File: src/rtl/ir_frame_tx_if.sv
// Command handshake between the control logic and ir_frame_tx.
// The rpt field exists only when IR_FRAME_TX_REPEAT_EN is defined.
interface ir_frame_tx_if #(
    parameter int DATA_W = 32
);
    localparam int LEN_W = $clog2(DATA_W + 1);

    logic [DATA_W-1:0] cmd;
    logic [LEN_W-1:0]  len;
    logic              valid;
    logic              ready;
`ifdef IR_FRAME_TX_REPEAT_EN
    logic [3:0]        rpt;

    modport master (output cmd, output len, output valid, output rpt, input ready);
    modport slave  (input cmd, input len, input valid, input rpt, output ready);
`else
    modport master (output cmd, output len, output valid, input ready);
    modport slave  (input cmd, input len, input valid, output ready);
`endif
endinterface

File: src/rtl/ir_frame_tx.sv
// Pulse-distance IR frame transmitter: header mark/space, 1..DATA_W payload bits, trailer mark.
// Optional macro IR_FRAME_TX_REPEAT_EN adds frame repeats separated by a silent gap.
module ir_frame_tx #(
    parameter int CLK_FREQ        = 25_000_000,
    parameter int CARRIER_FREQ    = 36_000,
    parameter int DATA_W          = 32,
    parameter int UNIT_TICKS      = 10416,
    parameter int MARK_UNITS      = 1,
    parameter int ZERO_UNITS      = 1,
    parameter int ONE_UNITS       = 3,
    parameter int HDR_MARK_TICKS  = 109368,
    parameter int HDR_SPACE_TICKS = 109368,
    parameter int LSB_FIRST       = 1,
    parameter int GAP_TICKS       = 500000
) (
    input  logic               clk,
    input  logic               rst,
    ir_frame_tx_if.slave       bus,
    input  logic               abort,
    output logic               done,
    output logic               busy,
    output logic               ir_output
);
    localparam int CARRIER_DIV = CLK_FREQ / (2 * CARRIER_FREQ);
    localparam int MARK_T = MARK_UNITS * UNIT_TICKS;
    localparam int ZERO_T = ZERO_UNITS * UNIT_TICKS;
    localparam int ONE_T  = ONE_UNITS * UNIT_TICKS;

    function automatic int max2(input int a, input int b);
        return (a > b) ? a : b;
    endfunction

    localparam int MAX_SEG = max2(max2(max2(HDR_MARK_TICKS, HDR_SPACE_TICKS), max2(MARK_T, ZERO_T)),
                                  max2(ONE_T, GAP_TICKS));
    localparam int CW = $clog2(MAX_SEG + 1);
    localparam int DW = (CARRIER_DIV > 1) ? $clog2(CARRIER_DIV) : 1;
    localparam int BW = $clog2(DATA_W + 1);

    // Segment lengths stored as last-tick index so the end test is a plain compare
    localparam logic [CW-1:0] LAST_HM   = CW'(HDR_MARK_TICKS - 1);
    localparam logic [CW-1:0] LAST_HS   = CW'(HDR_SPACE_TICKS - 1);
    localparam logic [CW-1:0] LAST_MK   = CW'(MARK_T - 1);
    localparam logic [CW-1:0] LAST_ZERO = CW'(ZERO_T - 1);
    localparam logic [CW-1:0] LAST_ONE  = CW'(ONE_T - 1);
`ifdef IR_FRAME_TX_REPEAT_EN
    localparam logic [CW-1:0] LAST_GAP  = CW'(GAP_TICKS - 1);
`endif
    localparam logic [DW-1:0] CAR_LAST  = DW'(CARRIER_DIV - 1);

    localparam logic [2:0] IDLE       = 3'd0;
    localparam logic [2:0] HDR_MARK   = 3'd1;
    localparam logic [2:0] HDR_SPACE  = 3'd2;
    localparam logic [2:0] BIT_MARK   = 3'd3;
    localparam logic [2:0] BIT_SPACE  = 3'd4;
    localparam logic [2:0] TRAIL_MARK = 3'd5;
`ifdef IR_FRAME_TX_REPEAT_EN
    localparam logic [2:0] GAP        = 3'd6;
`endif

    logic [2:0]        state_q, state_d;
    logic [CW-1:0]     seg_q, seg_d;
    logic [DW-1:0]     car_q, car_d;
    logic              ir_q, ir_d;
    logic              done_q, done_d;
    logic [DATA_W-1:0] cmd_q, cmd_d;
    logic [BW-1:0]     len_q, len_d;
    logic [DATA_W-1:0] sh_q, sh_d;
    logic [BW-1:0]     bits_q, bits_d;
`ifdef IR_FRAME_TX_REPEAT_EN
    logic [3:0]        rpt_q, rpt_d;
    logic [3:0]        rep_q, rep_d;
`endif

    logic              cur_bit;
    logic [CW-1:0]     seg_last;
    logic              seg_end;
    logic [BW-1:0]     eff_len;
    logic              seg_start;

    // MSB-first payloads are left-aligned so the active bit is always the top bit
    function automatic logic [DATA_W-1:0] load_sh(input logic [DATA_W-1:0] c, input logic [BW-1:0] l);
        if (LSB_FIRST != 0) return c;
        return c << (DATA_W - int'(l));
    endfunction

    always_comb begin
        cur_bit = (LSB_FIRST != 0) ? sh_q[0] : sh_q[DATA_W-1];
        eff_len = (bus.len == '0 || bus.len > BW'(DATA_W)) ? BW'(DATA_W) : bus.len;

        seg_last = LAST_MK;
        case (state_q)
            HDR_MARK:  seg_last = LAST_HM;
            HDR_SPACE: seg_last = LAST_HS;
            BIT_SPACE: seg_last = cur_bit ? LAST_ONE : LAST_ZERO;
`ifdef IR_FRAME_TX_REPEAT_EN
            GAP:       seg_last = LAST_GAP;
`endif
            default:   seg_last = LAST_MK;
        endcase
        seg_end = (seg_q == seg_last);

        state_d = state_q;
        cmd_d   = cmd_q;
        len_d   = len_q;
        sh_d    = sh_q;
        bits_d  = bits_q;
        done_d  = 1'b0;
`ifdef IR_FRAME_TX_REPEAT_EN
        rpt_d   = rpt_q;
        rep_d   = rep_q;
`endif

        case (state_q)
            IDLE: begin
                if (bus.valid) begin
                    cmd_d   = bus.cmd;
                    len_d   = eff_len;
                    sh_d    = load_sh(bus.cmd, eff_len);
                    bits_d  = eff_len;
`ifdef IR_FRAME_TX_REPEAT_EN
                    rpt_d   = bus.rpt;
                    rep_d   = 4'd0;
`endif
                    state_d = HDR_MARK;
                end
            end
            HDR_MARK:  if (seg_end) state_d = HDR_SPACE;
            HDR_SPACE: if (seg_end) state_d = BIT_MARK;
            BIT_MARK:  if (seg_end) state_d = BIT_SPACE;
            BIT_SPACE: begin
                if (seg_end) begin
                    sh_d    = (LSB_FIRST != 0) ? (sh_q >> 1) : (sh_q << 1);
                    bits_d  = bits_q - BW'(1);
                    state_d = (bits_q == BW'(1)) ? TRAIL_MARK : BIT_MARK;
                end
            end
            TRAIL_MARK: begin
                if (seg_end) begin
`ifdef IR_FRAME_TX_REPEAT_EN
                    if (rep_q < rpt_q) begin
                        rep_d   = rep_q + 4'd1;
                        state_d = GAP;
                    end else begin
                        state_d = IDLE;
                        done_d  = 1'b1;
                    end
`else
                    state_d = IDLE;
                    done_d  = 1'b1;
`endif
                end
            end
`ifdef IR_FRAME_TX_REPEAT_EN
            GAP: begin
                if (seg_end) begin
                    sh_d    = load_sh(cmd_q, len_q);
                    bits_d  = len_q;
                    state_d = HDR_MARK;
                end
            end
`endif
            default: state_d = IDLE;
        endcase

        // Abort overrides everything, including a completion on the same edge
        if (abort && state_q != IDLE) begin
            state_d = IDLE;
            done_d  = 1'b0;
        end

        // Every transition changes state, so a state change marks a segment start
        seg_start = (state_d != state_q);
        seg_d     = (seg_start || state_d == IDLE) ? '0 : seg_q + CW'(1);

        car_d = '0;
        ir_d  = 1'b0;
        if (state_d == HDR_MARK || state_d == BIT_MARK || state_d == TRAIL_MARK) begin
            if (seg_start) begin
                car_d = '0;
                ir_d  = 1'b1;
            end else if (car_q == CAR_LAST) begin
                car_d = '0;
                ir_d  = ~ir_q;
            end else begin
                car_d = car_q + DW'(1);
                ir_d  = ir_q;
            end
        end
    end

    always_ff @(posedge clk or posedge rst) begin
        if (rst) begin
            state_q <= IDLE;
            seg_q   <= '0;
            car_q   <= '0;
            ir_q    <= 1'b0;
            done_q  <= 1'b0;
            cmd_q   <= '0;
            len_q   <= '0;
            sh_q    <= '0;
            bits_q  <= '0;
`ifdef IR_FRAME_TX_REPEAT_EN
            rpt_q   <= '0;
            rep_q   <= '0;
`endif
        end else begin
            state_q <= state_d;
            seg_q   <= seg_d;
            car_q   <= car_d;
            ir_q    <= ir_d;
            done_q  <= done_d;
            cmd_q   <= cmd_d;
            len_q   <= len_d;
            sh_q    <= sh_d;
            bits_q  <= bits_d;
`ifdef IR_FRAME_TX_REPEAT_EN
            rpt_q   <= rpt_d;
            rep_q   <= rep_d;
`endif
        end
    end

    assign bus.ready = (state_q == IDLE);
    assign busy      = (state_q != IDLE);
    assign done      = done_q;
    assign ir_output = ir_q;
endmodule

File: src/flat_wrapper.sv
// flat-port wrapper written by rule: the top's interface ports become plain ports
module ir_frame_tx_flat 
#(
    parameter int CLK_FREQ        = 25_000_000,
    parameter int CARRIER_FREQ    = 36_000,
    parameter int DATA_W          = 32,
    parameter int UNIT_TICKS      = 10416,
    parameter int MARK_UNITS      = 1,
    parameter int ZERO_UNITS      = 1,
    parameter int ONE_UNITS       = 3,
    parameter int HDR_MARK_TICKS  = 109368,
    parameter int HDR_SPACE_TICKS = 109368,
    parameter int LSB_FIRST       = 1,
    parameter int GAP_TICKS       = 500000
)
  (clk, rst, abort, done, busy, ir_output, bus_cmd, bus_len, bus_valid, bus_ready);
  ir_frame_tx_if #(.DATA_W(DATA_W)) bus_i ();
  input  logic clk;
  input  logic rst;
  input  logic abort;
  output logic done;
  output logic busy;
  output logic ir_output;
  input wire logic [$bits(bus_i.cmd)-1:0] bus_cmd;
  input wire logic [$bits(bus_i.len)-1:0] bus_len;
  input wire logic [$bits(bus_i.valid)-1:0] bus_valid;
  output wire logic [$bits(bus_i.ready)-1:0] bus_ready;
  assign bus_i.cmd = bus_cmd;
  assign bus_i.len = bus_len;
  assign bus_i.valid = bus_valid;
  assign bus_ready = bus_i.ready;
  ir_frame_tx #(.CLK_FREQ(CLK_FREQ), .CARRIER_FREQ(CARRIER_FREQ), .DATA_W(DATA_W), .UNIT_TICKS(UNIT_TICKS), .MARK_UNITS(MARK_UNITS), .ZERO_UNITS(ZERO_UNITS), .ONE_UNITS(ONE_UNITS), .HDR_MARK_TICKS(HDR_MARK_TICKS), .HDR_SPACE_TICKS(HDR_SPACE_TICKS), .LSB_FIRST(LSB_FIRST), .GAP_TICKS(GAP_TICKS)) u_core (.clk(clk), .rst(rst), .bus(bus_i), .abort(abort), .done(done), .busy(busy), .ir_output(ir_output));
endmodule
File: config.mk
export PLATFORM = sky130hd
export DESIGN_NAME = ir_frame_tx_flat
export DESIGN_NICKNAME = d
export VERILOG_FILES = /design/src/rtl/ir_frame_tx_if.sv /design/src/rtl/ir_frame_tx.sv /design/src/flat_wrapper.sv
export SDC_FILE = /design/constraint.sdc
export NUM_CORES = 1
export LEC_CHECK = 0
export CAP_MARGIN = 10
export CORE_UTILIZATION = 50
export DETAILED_ROUTE_END_ITERATION = 7
export HOLD_SLACK_MARGIN = 0.06
export PLACE_DENSITY = 0.84
export SETUP_SLACK_MARGIN = 0.5
export SLEW_MARGIN = 20
export SYNTH_ARGS = -nofsm -noshare
export SYNTH_HDL_FRONTEND = slang
export SYNTH_SLANG_ARGS = --single-unit
export TNS_END_PERCENT = 50
File: constraint.sdc
create_clock -name clk -period 2.9 [get_ports clk]
set_input_delay 0.58 -clock clk [delete_from_list [all_inputs] [get_ports clk]]
set_output_delay 0.58 -clock clk [all_outputs]
set_load 0.005 [all_outputs]
# Yosys cells after proc, flatten, opt, wreduce, memory -nomap -nowiden
# Cells that the tools add are included.
[totals] out_inout_bits=4 inputBits=42 register_bits=71 elab_cells=72
[classes] reduce_logical=12 n_eq_ne=15 n_mux=31 order_cmp=1 addsub=4 bitwise=1 shifts=1
[ops] cell="$mux W32" count=3
[ops] cell="$pmux W32 S2" count=1
[ops] cell="$pmux W19 S2" count=1
[ops] cell="$shl A32 B32 Y32" count=1
[ops] cell="$mux W9" count=3
[ops] cell="$mux W3" count=8
[ops] cell="$add A19 B1 Y19 const B" count=1
[ops] cell="$eq A19 B19 Y1" count=1
[ops] cell="$mux W19" count=1
[ops] cell="$mux W6" count=3
[ops] cell="$pmux W3 S6" count=1
[ops] cell="$mux W15" count=1
[ops] cell="$pmux W6 S2" count=1
[ops] cell="$add A9 B1 Y9 const B" count=1
[ops] cell="$eq A3 B2 Y1 const B" count=3
[ops] cell="$eq A3 B3 Y1 const B" count=3
[ops] cell="$eq A9 B9 Y1 const B" count=1
[ops] cell="$mux W1" count=8
[ops] cell="$sub A6 B6 Y7 const A" count=1
[ops] cell="$eq A3 B1 Y1 const B" count=2
[ops] cell="$eq A6 B1 Y1 const B" count=1
[ops] cell="$gt A6 B6 Y1 const B" count=1
[ops] cell="$logic_not A3 Y1" count=2
[ops] cell="$logic_not A6 Y1" count=1
[ops] cell="12 further kinds" count=15

# Longest topological paths before layout
[depth] depth_word=11 mapped_depth=9 mapped_depth_nobuf=8

# Worst setup path before layout
# No wires, ideal clock.
[synth_path] path_type="reg2reg" from="register u_core.seg_q[4]" to="register u_core.seg_q[10]" period_less_slack_ns=2.245 arrival_time_ns=2.126 setup_ns=0.119 stages_incl_launch_ff=9 t_required_ns=2.781 path_slack_ns=0.655 n_path_buf=2 path_cell_list="dfrtp_1 -> or4b_1 -> a211oi_2 -> nor2_1 -> or4_1 -> buf_2 -> nand3_4 -> buf_8 -> nor2_1"
[synth_via] elab_chain_cells=7 word_cells_on_any_way=13 cone_classes="add/sub: 1; eq/ne: 2; mux: 8; reduce/logical: 2"
[synth_lines] element="start: declaration" line_no="ir_frame_tx.sv:61" text="logic [CW-1:0] seg_q, seg_d;"
[synth_lines] element="start signal: assignment" line_no="ir_frame_tx.sv:208" text="seg_q <= seg_d;"
[synth_lines] element="$eq A19 B19 Y1" line_no="ir_frame_tx.sv:100" text="seg_end = (seg_q == seg_last);"
[synth_lines] element="$mux W3, on equally long branches"
[synth_lines] element="$pmux W3 S6" line_no="ir_frame_tx.sv:113" text="case (state_q)"
[synth_lines] element="$mux W3" line_no="ir_frame_tx.sv:166" text="if (abort && state_q != IDLE) begin"
[synth_lines] element="$ne A3 B3 Y1 / $logic_not A3 Y1 (equally long branches)" line_no="ir_frame_tx.sv:172, ir_frame_tx.sv:173"
[synth_lines] element="$logic_or A1 B1 Y1" line_no="ir_frame_tx.sv:173" text="seg_d = (seg_start || state_d == IDLE) ? '0 : seg_q + CW'(1);"
[synth_lines] element="$mux W19 (*)" line_no="ir_frame_tx.sv:173"
[synth_lines] element="named net u_core.seg_d[10]" line_no="ir_frame_tx.sv:61"
# Mark *: on every way through the listed nets, which the timed path passes. The rest lies on a longest branch.
# A chain may end at the register's enable or synchronous reset.

# Worst setup path after layout
[layout_path] from="register u_core.state_q[1]" to="output bus_ready"
[layout_via] elab_chain_cells=1
[layout_lines] element="start: declaration" line_no="ir_frame_tx.sv:60" text="logic [2:0] state_q, state_d;"
[layout_lines] element="start signal: assignment" line_no="ir_frame_tx.sv:207" text="state_q <= state_d;"
[layout_lines] element="$logic_not A3 Y1" line_no="ir_frame_tx.sv:223" text="assign bus.ready = (state_q == IDLE);"
[layout_lines] element="end: declaration" line_no="flat_wrapper.sv:27" text="output wire logic [$bits(bus_i.ready)-1:0] bus_ready;"
# No other way between the ends.

==> impl_metrics.py <==
metrics = {
    "clocking": {
        "hold_buffers": 0,
        "clock_path_buffers": 2,
        "clockRootBuffer": "clkbuf_8",
        "clk_pin_slew_ns": 0.07,
        "htreeDepth": 3,
        "cts_buffers": 9,
        "cts_sinks": 71,
        "insertion_delay_ns": 0.35,
        "cts_tree": "done",
    },
    "power_and_ir_drop": {
        "p_clk_frac": 0.309,
        "pwr-share-seq": 0.484,
        "powerDensity_nw_per_um2": 553,
        "pwr-share-comb": 0.207,
        "p_leak_nw": 1.80,
        "switching_share": 0.274,
        "p_switching_w": 0.000693,
        "vdd_drop_max_v": 0.000360,
        "internal-power_w": 0.00183,
    },
    "yosys": {
        "synth_top_area_frac": 0.483,
        "synthDistinctLibCells": 55,
        "synthCells": 362,
        "synthesis.nets": 409,
        "yosysSeqAreaShare": 0.483,
        "synth_ff_type": "dfrtp_1",
        "synth_top_family_by_area": "simple AND/OR/NAND/NOR gates",
        "synthArstFlopShare": 1.00,
        "synth_mux_area_frac": 0.00272,
        "ys_ff_latch": 71,
        "synth-edff-count": 0,
        "netlist_area_sq_um": 3680,
        "synthXorXnorAreaFrac": 0.0643,
        "synthTopCellsByCount": "71 x dfrtp_1, 44 x nor2_1, 30 x or2_2, 29 x o221a_2, 23 x nand2_1",
        "avgSynthCellArea_sq_um": 10.2,
        "synth_most_common_cell": "dfrtp_1",
        "yosys.area_share.adder": 0.0170,
        "synth_top_area_cell": "dfrtp_1",
        "ys_top_cells_by_area": "dfrtp_1 48%, o221a_2 8.9%, or2_2 5.1%, nor2_1 4.5%, xor2_1 4.1%",
        "synth_compound_area_frac": 0.166,
        "synthSimpleGateAreaFrac": 0.231,
        "synth-warning-count": 0,
    },
    "layout": {
        "final_nets": 467,
        "num_antenna_cells": 0,
        "fillers": 531,
        "drive_above_1_share": 0.261,
        "syn_to_final_growth_pct": 24.2,
        "regArea_sq_um": 1780,
        "multi_input_area_sq_um": 1820,
    },
    "die": {
        "start_util": 0.529,
        "die_area_sq_um": 7700,
        "die-height_um": 87.7,
        "ios": 46,
        "die_w_um": 87.7,
        "core-area_sq_um": 6940,
        "fp-row-count": 30,
    },
    "sta": {
        "setup_ws_ns": 0.509,
        "setup_violations": 0,
        "final.min_clock_period_ns": 2.39,
        "rsz0062_at_grt": "yes",
        "post-route-period-util": 0.825,
        "max_freq_ghz": 0.418,
        "drv_slew": 0,
        "clock-skew-final_ns": 0.0149,
        "slew_headroom": 0.438,
        "setup_tns_ns": 0,
        "hold_viol": 0,
        "tightestPinTransition_ns": 0.843,
    },
    "placed_design": {
        "hpwl_mm": 5.22,
        "place_ws_ns": 0.467,
        "place_congestion": 0.790,
        "portBuffers": 45,
    },
    "grt": {
        "grt_overflow": 0,
        "grt_max_degree": 42,
        "grt.total_usage": 0.222,
        "grt.met2_usage": 0.360,
        "grt_util_met3": 0.0594,
        "grt.busiest_layer": "met2",
        "grt_pass1_wl_mm": 13.2,
        "grt_util_met1": 0.285,
        "antenna_found_initial": 0,
        "grt_pass1_vias": 2848,
    },
    "routing": {
        "drt-wirelength-per-cell_um": 15.6,
        "drt_iter0_drc": 269,
        "ant_nets": 0,
        "wl_mm": 8.12,
        "viasPerCell": 5.69,
        "first_pass_iters": 6,
        "routed-via-count": 2967,
        "drc_errors": 0,
    },
    "min_path": {
        "hold_class": "flip-flop to flip-flop",
        "min_path_cells": 1,
        "hold_path_end": "u_core.seg_q[0]",
        "worstHoldStart": "u_core.seg_q[0]",
    },
    "setup_path": {
        "crit_type": "flip-flop to primary output",
        "regToRegStartpoint": "u_core.state_q[0]",
        "end_kind": "primary output",
        "arrival_ns": 1.81,
        "critPathMaxFanout": 6,
        "required_ns": 2.32,
        "r2r-end": "u_core.bits_q[5]",
        "worstSetupStartpointType": "flip-flop",
        "rrSetupSlack_ns": 0.56,
        "reg2reg_depth": 9,
    },
    "outcome": {
        "status": "finished, final reports clean",
    },
    "job": {
        "maxCapViolCount": 0,
    },
}
## registers in the layout, summed over array words and instances, names as in the netlist
name,cells
u_core.bits_q,6
u_core.car_q,9
u_core.done,1
u_core.ir_output,1
u_core.seg_q,19
u_core.sh_q,32
u_core.state_q,3
## cells in the final DEF (no fill, tap or decap), types with 9 or more instances in the layout
cell,n
nand3_1,18
inv_1,10
nor2_1,43
or2_2,30
o221a_2,29
a21oi_1,15
buf_4,17
dfrtp_1,67
nand2_1,23
xor2_1,17
xnor2_1,10
clkdlybuf4s50_1,45
clkbuf_8,9
## routing by layer
metal  vias up  wire (um)
met3        12        400
met2        59       3930
met5         -          0
li1       1423          -
met4         0        122
met1      1473       3670
## worst max-delay path, cell delays in order (launching register included)
cell,delay (ns)
dfrtp_2,0.45
or3_4,0.44
inv_2,0.08
clkdlybuf4s50_1,0.50
## area by class of cell
type                    count  share of cell area
repair buffers             64               0.132
flip-flops and latches     71               0.390
well taps                  96              0.0263
clock buffers              10              0.0280
multi-input cells         262               0.399
inverters                  12             0.00987
clock inverters             6              0.0151
## power groups by stage
stage / registers (W) / clock network [W] / logic [W]
5_1_grt: 0.00124 / 0.000843 / 0.000573
3_3_place_gp: 0.00123 / 0 / 0.000475
4_1_cts: 0.00122 / 0.000804 / 0.000508
3_5_place_dp: 0.00124 / 0 / 0.000485
6_report: 0.00122 / 0.000780 / 0.000522
2_1_floorplan: 0.00121 / 0 / 0.000347
## stage by stage
stage / hold slack [ns] / total power, W / area (sq um) / instances / utilization
final: 0.490 / 0.00252 / 4560 / 521 / 0.657
after global routing: 0.513 / 0.00265 / 4560 / 521 / 0.657
after CTS: 0.498 / 0.00253 / 4500 / 518 / 0.647
after detailed placement: 0.487 / 0.00172 / 4220 / 493 / 0.608
after global placement: 0.471 / 0.00171 / 4220 / 493 / 0.608
after floorplan: 0.450 / 0.00156 / 3680 / 362 / -
## kinds of logic (layout without fill, tap and decap cells)
family	count (synthesis)	after routing
AO/OA/AOI/OAI	71	71
XOR/XNOR	27	27
adder cells (fa/ha/maj)	5	5
buffers and inverters	30	92
flip-flops	71	71
multiplexers	1	1
AND/OR/NAND/NOR	157	158
## worst max path at each step
stage / start / end / slack, ns / cells past startpoint
global placement: u_core.seg_q[4] / u_core.seg_q[7] / 0.51 / 6
floorplan: rst / u_core.bits_q[0] / 0.52 / 1
CTS: u_core.seg_q[15] / u_core.seg_q[13] / 0.48 / 6
finish: u_core.state_q[1] / bus_ready / 0.51 / 3
global route: u_core.state_q[1] / bus_ready / 0.46 / 3
detailed placement: u_core.seg_q[4] / u_core.seg_q[18] / 0.47 / 6
## what timing repair did
| action | CTS | global route |
|---|---|---|
| pin swaps | 1 | 6 |
| cloned | 0 | 1 |
| gates resized for setup | 5 | 9 |
| buffers inserted | 9 | 2 |
| endpoints found under the setup margin | 29 | 70 |
| endpoints found under the hold margin | 0 | 0 |
No activity file was read; power rests on OpenSTA's default activity.
